[src/rtl/icache_refill_pkg.sv]
// Shared types and helpers for the instruction-cache refill arbiter.
package icache_refill_pkg;

    typedef logic [3:0][31:0] line_t;

    function automatic int idx_width(input int nb_req);
        int w;
        w = 32'sd1;
        while ((32'sd1 << w) < nb_req) begin
            w = w + 32'sd1;
        end
        return w;
    endfunction

endpackage

[src/rtl/refill_id_fifo.sv]
// In-order FIFO of requester indices for refills still waiting on memory.
module refill_id_fifo
    import icache_refill_pkg::*;
#(
    parameter int DEPTH = 4,
    parameter int WIDTH = 2
) (
    input  logic             clk,
    input  logic             rst,
    input  logic             push,
    input  logic [WIDTH-1:0] din,
    input  logic             pop,
    output logic             full,
    output logic             empty,
    output logic [WIDTH-1:0] head
);

    localparam int PW = $clog2(DEPTH);
    localparam logic [PW:0] FULL_COUNT = (PW + 1)'(DEPTH);

    logic [WIDTH-1:0] slot_r [DEPTH];
    logic [PW-1:0]    wr_ptr_r;
    logic [PW-1:0]    rd_ptr_r;
    logic [PW:0]      count_r;

    // Storage, wrapping pointers and occupancy; push and pop may coincide.
    always_ff @(posedge clk or posedge rst) begin
        if (rst) begin
            wr_ptr_r <= '0;
            rd_ptr_r <= '0;
            count_r  <= '0;
            for (int i = 0; i < DEPTH; i++) begin
                slot_r[i] <= '0;
            end
        end else begin
            if (push) begin
                slot_r[wr_ptr_r] <= din;
                wr_ptr_r         <= wr_ptr_r + 1'b1;
            end
            if (pop) begin
                rd_ptr_r <= rd_ptr_r + 1'b1;
            end
            case ({push, pop})
                2'b10:   count_r <= count_r + 1'b1;
                2'b01:   count_r <= count_r - 1'b1;
                default: count_r <= count_r;
            endcase
        end
    end

    assign full  = (count_r == FULL_COUNT);
    assign empty = (count_r == '0);
    assign head  = slot_r[rd_ptr_r];

endmodule

[src/rtl/icache_refill_arbiter.sv]
// Round-robin arbitration of cache-line refills onto one memory port,
// with in-order routing of memory responses back to the requester.
module icache_refill_arbiter
    import icache_refill_pkg::*;
#(
    parameter int NB_REQ        = 4,
    parameter int ADDR_WIDTH    = 16,
    parameter int OUTSTND_DEPTH = 4
) (
    input  logic                                clk,
    input  logic                                rst,
    input  logic [NB_REQ-1:0]                   req_i,
    input  logic [NB_REQ-1:0][ADDR_WIDTH-1:0]   addr_i,
    output logic [NB_REQ-1:0]                   gnt_o,
    output logic [NB_REQ-1:0]                   r_valid_o,
    output line_t                               r_rdata_o,
    output logic                                mem_req_o,
    output logic [ADDR_WIDTH-1:0]               mem_addr_o,
    input  logic                                mem_gnt_i,
    input  logic                                mem_r_valid_i,
    input  line_t                               mem_r_rdata_i,
    output logic                                err_o
);

    localparam int IDX_W = idx_width(NB_REQ);
    localparam logic [NB_REQ-1:0] ONE_HOT_BASE = {{(NB_REQ - 1){1'b0}}, 1'b1};

    logic [IDX_W-1:0] rr_ptr_r;
    logic             lock_valid_r;
    logic [IDX_W-1:0] lock_idx_r;
    logic [IDX_W-1:0] rr_idx_s;
    logic [IDX_W-1:0] winner_s;
    logic [IDX_W-1:0] rr_next_s;
    logic [IDX_W-1:0] head_s;
    logic             any_req_s;
    logic             accept_s;
    logic             pop_s;
    logic             full_s;
    logic             empty_s;

    function automatic logic [IDX_W-1:0] rr_cand(input logic [IDX_W-1:0] ptr, input int i);
        return IDX_W'((int'(ptr) + i) % NB_REQ);
    endfunction

    // Round-robin search from rr_ptr_r; descending sweep leaves the nearest requester.
    always_comb begin
        rr_idx_s = '0;
        for (int i = NB_REQ - 1; i >= 0; i--) begin
            if (req_i[rr_cand(rr_ptr_r, i)]) begin
                rr_idx_s = rr_cand(rr_ptr_r, i);
            end else begin
                rr_idx_s = rr_idx_s;
            end
        end
    end

    // A request offered but refused by memory keeps its slot while still asserted.
    always_comb begin
        if (lock_valid_r && req_i[lock_idx_r]) begin
            winner_s = lock_idx_r;
        end else begin
            winner_s = rr_idx_s;
        end
    end

    assign any_req_s  = |req_i;
    // A response in the same cycle frees a slot, so a full table may still accept.
    assign mem_req_o  = ~rst & any_req_s & (~full_s | mem_r_valid_i);
    assign mem_addr_o = addr_i[winner_s];
    assign accept_s   = mem_req_o & mem_gnt_i;
    assign gnt_o      = accept_s ? (ONE_HOT_BASE << winner_s) : '0;
    assign rr_next_s  = (winner_s == IDX_W'(NB_REQ - 1)) ? '0 : winner_s + 1'b1;

    assign pop_s      = ~rst & mem_r_valid_i & ~empty_s;
    assign r_valid_o  = pop_s ? (ONE_HOT_BASE << head_s) : '0;
    assign r_rdata_o  = pop_s ? mem_r_rdata_i : '0;

    // Arbitration pointer, pending-request lock and sticky unexpected-response flag.
    always_ff @(posedge clk or posedge rst) begin
        if (rst) begin
            rr_ptr_r     <= '0;
            lock_valid_r <= 1'b0;
            lock_idx_r   <= '0;
            err_o        <= 1'b0;
        end else begin
            if (accept_s) begin
                rr_ptr_r <= rr_next_s;
            end
            lock_valid_r <= mem_req_o & ~mem_gnt_i;
            lock_idx_r   <= winner_s;
            if (mem_r_valid_i && empty_s) begin
                err_o <= 1'b1;
            end
        end
    end

    refill_id_fifo #(
        .DEPTH (OUTSTND_DEPTH),
        .WIDTH (IDX_W)
    ) u_id_fifo (
        .clk   (clk),
        .rst   (rst),
        .push  (accept_s),
        .din   (winner_s),
        .pop   (pop_s),
        .full  (full_s),
        .empty (empty_s),
        .head  (head_s)
    );

endmodule

[config.mk]
export PLATFORM = sky130hd
export DESIGN_NAME = icache_refill_arbiter
export DESIGN_NICKNAME = d
export VERILOG_FILES = /design/src/rtl/icache_refill_pkg.sv /design/src/rtl/refill_id_fifo.sv /design/src/rtl/icache_refill_arbiter.sv
export SDC_FILE = /design/constraint.sdc
export NUM_CORES = 1
export LEC_CHECK = 0
export ABC_AREA = 0
export CORE_AREA = 2 2 136 138
export DETAILED_ROUTE_END_ITERATION = 10
export DIE_AREA = 0 0 138 140
export DONT_BUFFER_PORTS = 1
export GPL_TIMING_DRIVEN = 0
export PLACE_DENSITY_LB_ADDON = 0.25
export SLEW_MARGIN = 5
export SYNTH_ARGS = -nofsm -noshare
export SYNTH_HDL_FRONTEND = slang
export SYNTH_SLANG_ARGS = --single-unit
export TNS_END_PERCENT = 5
[constraint.sdc]
create_clock -name clk -period 6.6 [get_ports clk]
set_clock_uncertainty 0.15 [all_clocks]
set_input_delay 0.99 -clock clk [delete_from_list [all_inputs] [get_ports clk]]
set_output_delay 0.99 -clock clk [all_outputs]
set_load 0.01 [all_outputs]
==> flow_metrics.tcl, run 1 <==
set metrics [dict create \
    area_growth_syn_to_layout_pct 13.4 \
    synth-main-ff-cell "dfrtp_1" \
    cts_tree "built" \
    synth_edf_count 0 \
    fmaxAchievable_ghz 0.241 \
    drt_wl_total_microns 17300 \
    min_period_over_period_pct 63.0 \
    yosysSeqAreaShare_pct 18.6 \
    path_depth 4 \
    total_power_uw 1230 \
    fin_crit_ns 4.15 \
    core_sq_um 17800 \
    cts_resized 0 \
    maxSlewHeadroom_pct 41.9 \
    netlist_instances 359 \
    criticalPathCategory "input port to output pin" \
    ctsHtreeMaxLevel 1 \
    ios 354 \
    yosysTopAreaCell "and2_1" \
    crit_required_ns 5.46 \
    crit_family "simple AND/OR/NAND/NOR gates" \
    avgSynthCellArea_sq_um 7.86 \
    setup_viol 0 \
    hold-worst-slack_ns 0.339 \
    grt_max_degree 22 \
    wl_per_cell_microns 28.9 \
    synth_area_sq_um 2820 \
    startpoint "rst" \
    cp.arrival_ns 3.01 \
    drv_cap 0 \
    grt_pass1_wl_microns 23400 \
    clock_latency_ns 0.25 \
    numClockSinks 21 \
    status "complete, no violations" \
    power_per_cell_area_nw_per_um2 385 \
    yosys.area.top_type_share_pct 29.0 \
    path_cells "nor3b_2 > clkbuf_1 > clkbuf_1 > and2_1" \
    cp_slowest_cell "nor3b_2" \
    max_slew.worst_pin.slew_ns 0.864 \
    die_y_microns 140 \
    synth_most_common_cell "and2_1" \
    dieArea_sq_um 19300 \
    path_clk_slew_ns 0.06 \
    critPathBufInv 2 \
    post-route-util_pct 18.0 \
    drc 0 \
    cpPeakStageDelay_ns 0.58 \
    drt_iter0_markers 107 \
    die_w_microns 138 \
    fp-row-count 49 \
    tns_ns 0 \
    synth-async-reset-ratio_pct 100 \
    endpoint_kind "output pin" \
    hold_violations 0 \
    synthesis.nets 569 \
    track_usage_pct 16.7 \
    rsz0062_at_grt "no" \
    fin_nets 574 \
    report.final.slew_viol_count 0 \
    start_util_pct 15.9 \
    irDropWorstVdd_mv 0.220 \
    worstPathMaxFanout 10 \
    synth_warnings 0 \
    synth_area_leaders "and2_1 29%, dfrtp_1 19%, o21ai_0 6.0%" \
    crit_path_end "r_rdata_o[102]" \
    layout-drive-gt1-share_pct 9.64 \
    portBuffers 0 \
    clockRootBuffer "clkbuf_16" \
    dp.cells 588 \
    clk_path_buf_depth 2 \
    gp_congestion 1.01 \
    grt-ovfl-total 0 \
    synth_cell_type_count 44 \
    ant_nets 0 \
    p_leak_uw 0.00121 \
    final_cells 597 \
    antenna_found_initial 8 \
    grt_pass1_vias 2948 \
    rr_startpoint "u_id_fifo.count_r[0]$_DFFE_PP0P_" \
    start_kind "input port" \
    vias 2918 \
    viasPerCell 4.89 \
    ys_seq_elements 21 \
    reg2reg_slack_ns 3.19 \
    r2r_cells 10 \
    post-cts-setup-buffers 0 \
    hold_buffers 0 \
    cts_inserted_buffers 3 \
    hold_path_class "flop to flop" \
    path_common_cell "clkbuf_1" \
    rr_endpoint "u_id_fifo.count_r[2]$_DFFE_PP0P_" \
    netlist_top_cells_count "131 x and2_1, 34 x o21ai_0, 23 x clkbuf_1, 21 x dfrtp_1" \
    drt_pass1_iterations 4 \
    dp_hpwl_microns 15800 \
]
-- layer usage --
layer	GRT usage (%)	up-vias	part of all wire, %
met4	3.54	6	1.1
met3	10.6	12	14
li1	-	1286	-
met1	17.2	1386	36
met2	29.0	228	49
met5	0	-	0.25
-- state kept, by name, indices dropped and copies added (netlist names) --
name                flops
u_id_fifo.wr_ptr_r      2
err_o                   1
u_id_fifo.count_r       3
u_id_fifo.slot_r        8
lock_idx_r              2
rr_ptr_r                2
lock_valid_r            1
u_id_fifo.rd_ptr_r      2
-- cell usage in the layout (no fill, tap or decap), types with 3 or more instances in the layout --
cell type	instances
inv_1	9
buf_2	5
a311oi_1	15
clkbuf_2	3
mux2_2	10
dfrtp_1	21
xnor2_1	3
diode_2	5
ha_1	9
nor3b_1	3
and2_1	131
o21ai_0	34
a22oi_1	16
a32oi_1	16
and3_1	5
clkbuf_16	3
clkbuf_1	24
nor2_1	5
xor2_1	3
nand2_1	12
-- area by class of cell --
cell class,instances,area (sq um)
Fill cell,2000,14600
Tap cell,229,287
Sequential cell,21,526
Buffer,34,153
Antenna cell,5,12.5
Multi-Input combinational cell,295,2110
Clock buffer,4,78.8
Inverter,9,33.8
-- power by group --
group	leakage [uW]	internal [uW]	switching [uW]
registers	0.000249	192	46.5
logic	0.000919	312	557
clock network	0.0000382	82.1	43.9
total	0.00121	586	647
-- how the worst min path moves through the flow --
| stage | to | cells after the start | start |
|---|---|---|---|
| global route | u_id_fifo.count_r[2]$_DFFE_PP0P_ | 1 | u_id_fifo.count_r[2]$_DFFE_PP0P_ |
| CTS | u_id_fifo.count_r[2]$_DFFE_PP0P_ | 1 | u_id_fifo.count_r[2]$_DFFE_PP0P_ |
| detailed placement | u_id_fifo.count_r[2]$_DFFE_PP0P_ | 1 | u_id_fifo.count_r[2]$_DFFE_PP0P_ |
| floorplan | u_id_fifo.count_r[2]$_DFFE_PP0P_ | 1 | u_id_fifo.count_r[2]$_DFFE_PP0P_ |
| global placement | u_id_fifo.count_r[2]$_DFFE_PP0P_ | 1 | u_id_fifo.count_r[2]$_DFFE_PP0P_ |
| finish | u_id_fifo.count_r[2]$_DFFE_PP0P_ | 1 | u_id_fifo.count_r[2]$_DFFE_PP0P_ |
-- cell families (layout without fill, tap and decap cells) --
| logic type | count (synthesis) | after routing | share of synthesized area, % |
|---|---|---|---|
| AND/OR/NAND/NOR | 171 | 171 | 37.2 |
| buffers and inverters | 43 | 47 | 6.60 |
| adder cells (fa/ha/maj) | 10 | 10 | 4.70 |
| flip-flops | 21 | 21 | 18.6 |
| AO/OA/AOI/OAI | 94 | 94 | 24.7 |
| multiplexers | 14 | 14 | 6.29 |
| XOR/XNOR | 6 | 6 | 1.86 |
| other | 0 | 5 | 0 |
-- worst reg2reg max path: stages (launching register included) --
cell and delay (ns):
dfrtp_1 0.40, nor3_1 0.10, nor3b_2 0.59, clkbuf_1 0.46
clkbuf_1 0.50, ha_1 0.29, inv_1 0.06, fa_1 0.37
xor2_1 0.15, nor2_1 0.11, xor2_1 0.15
-- through the flow --
stage	setup WS, ns	instance area (sq um)
detailed placement	2.32	3110
global placement	2.38	3110
global route	2.29	3200
floorplan	3.05	2820
finish	2.45	3200
CTS	2.32	3190
(Power assumes the default switching activity.)
==> run 2: changes to the inputs <==
clock period = 4.1 ns   (was 6.6 ns; I/O delays follow)
==> results of run 2 <==
Same layout as run 1 (identical final DEF). Status: complete, no violations.
Main changes from that run: setup slack after placement 2.32 ns -> 0.460 ns; setup slack after layout 2.45 ns -> 0.552 ns; hold slack 0.339 ns -> 0.262 ns; start point of the critical path rst -> u_id_fifo.count_r[0]$_DFFE_PP0P_; register-to-register setup slack 3.19 ns -> 0.69 ns; total power 1230 uW -> 1990 uW; worst IR drop on VDD 0.220 mV -> 0.354 mV
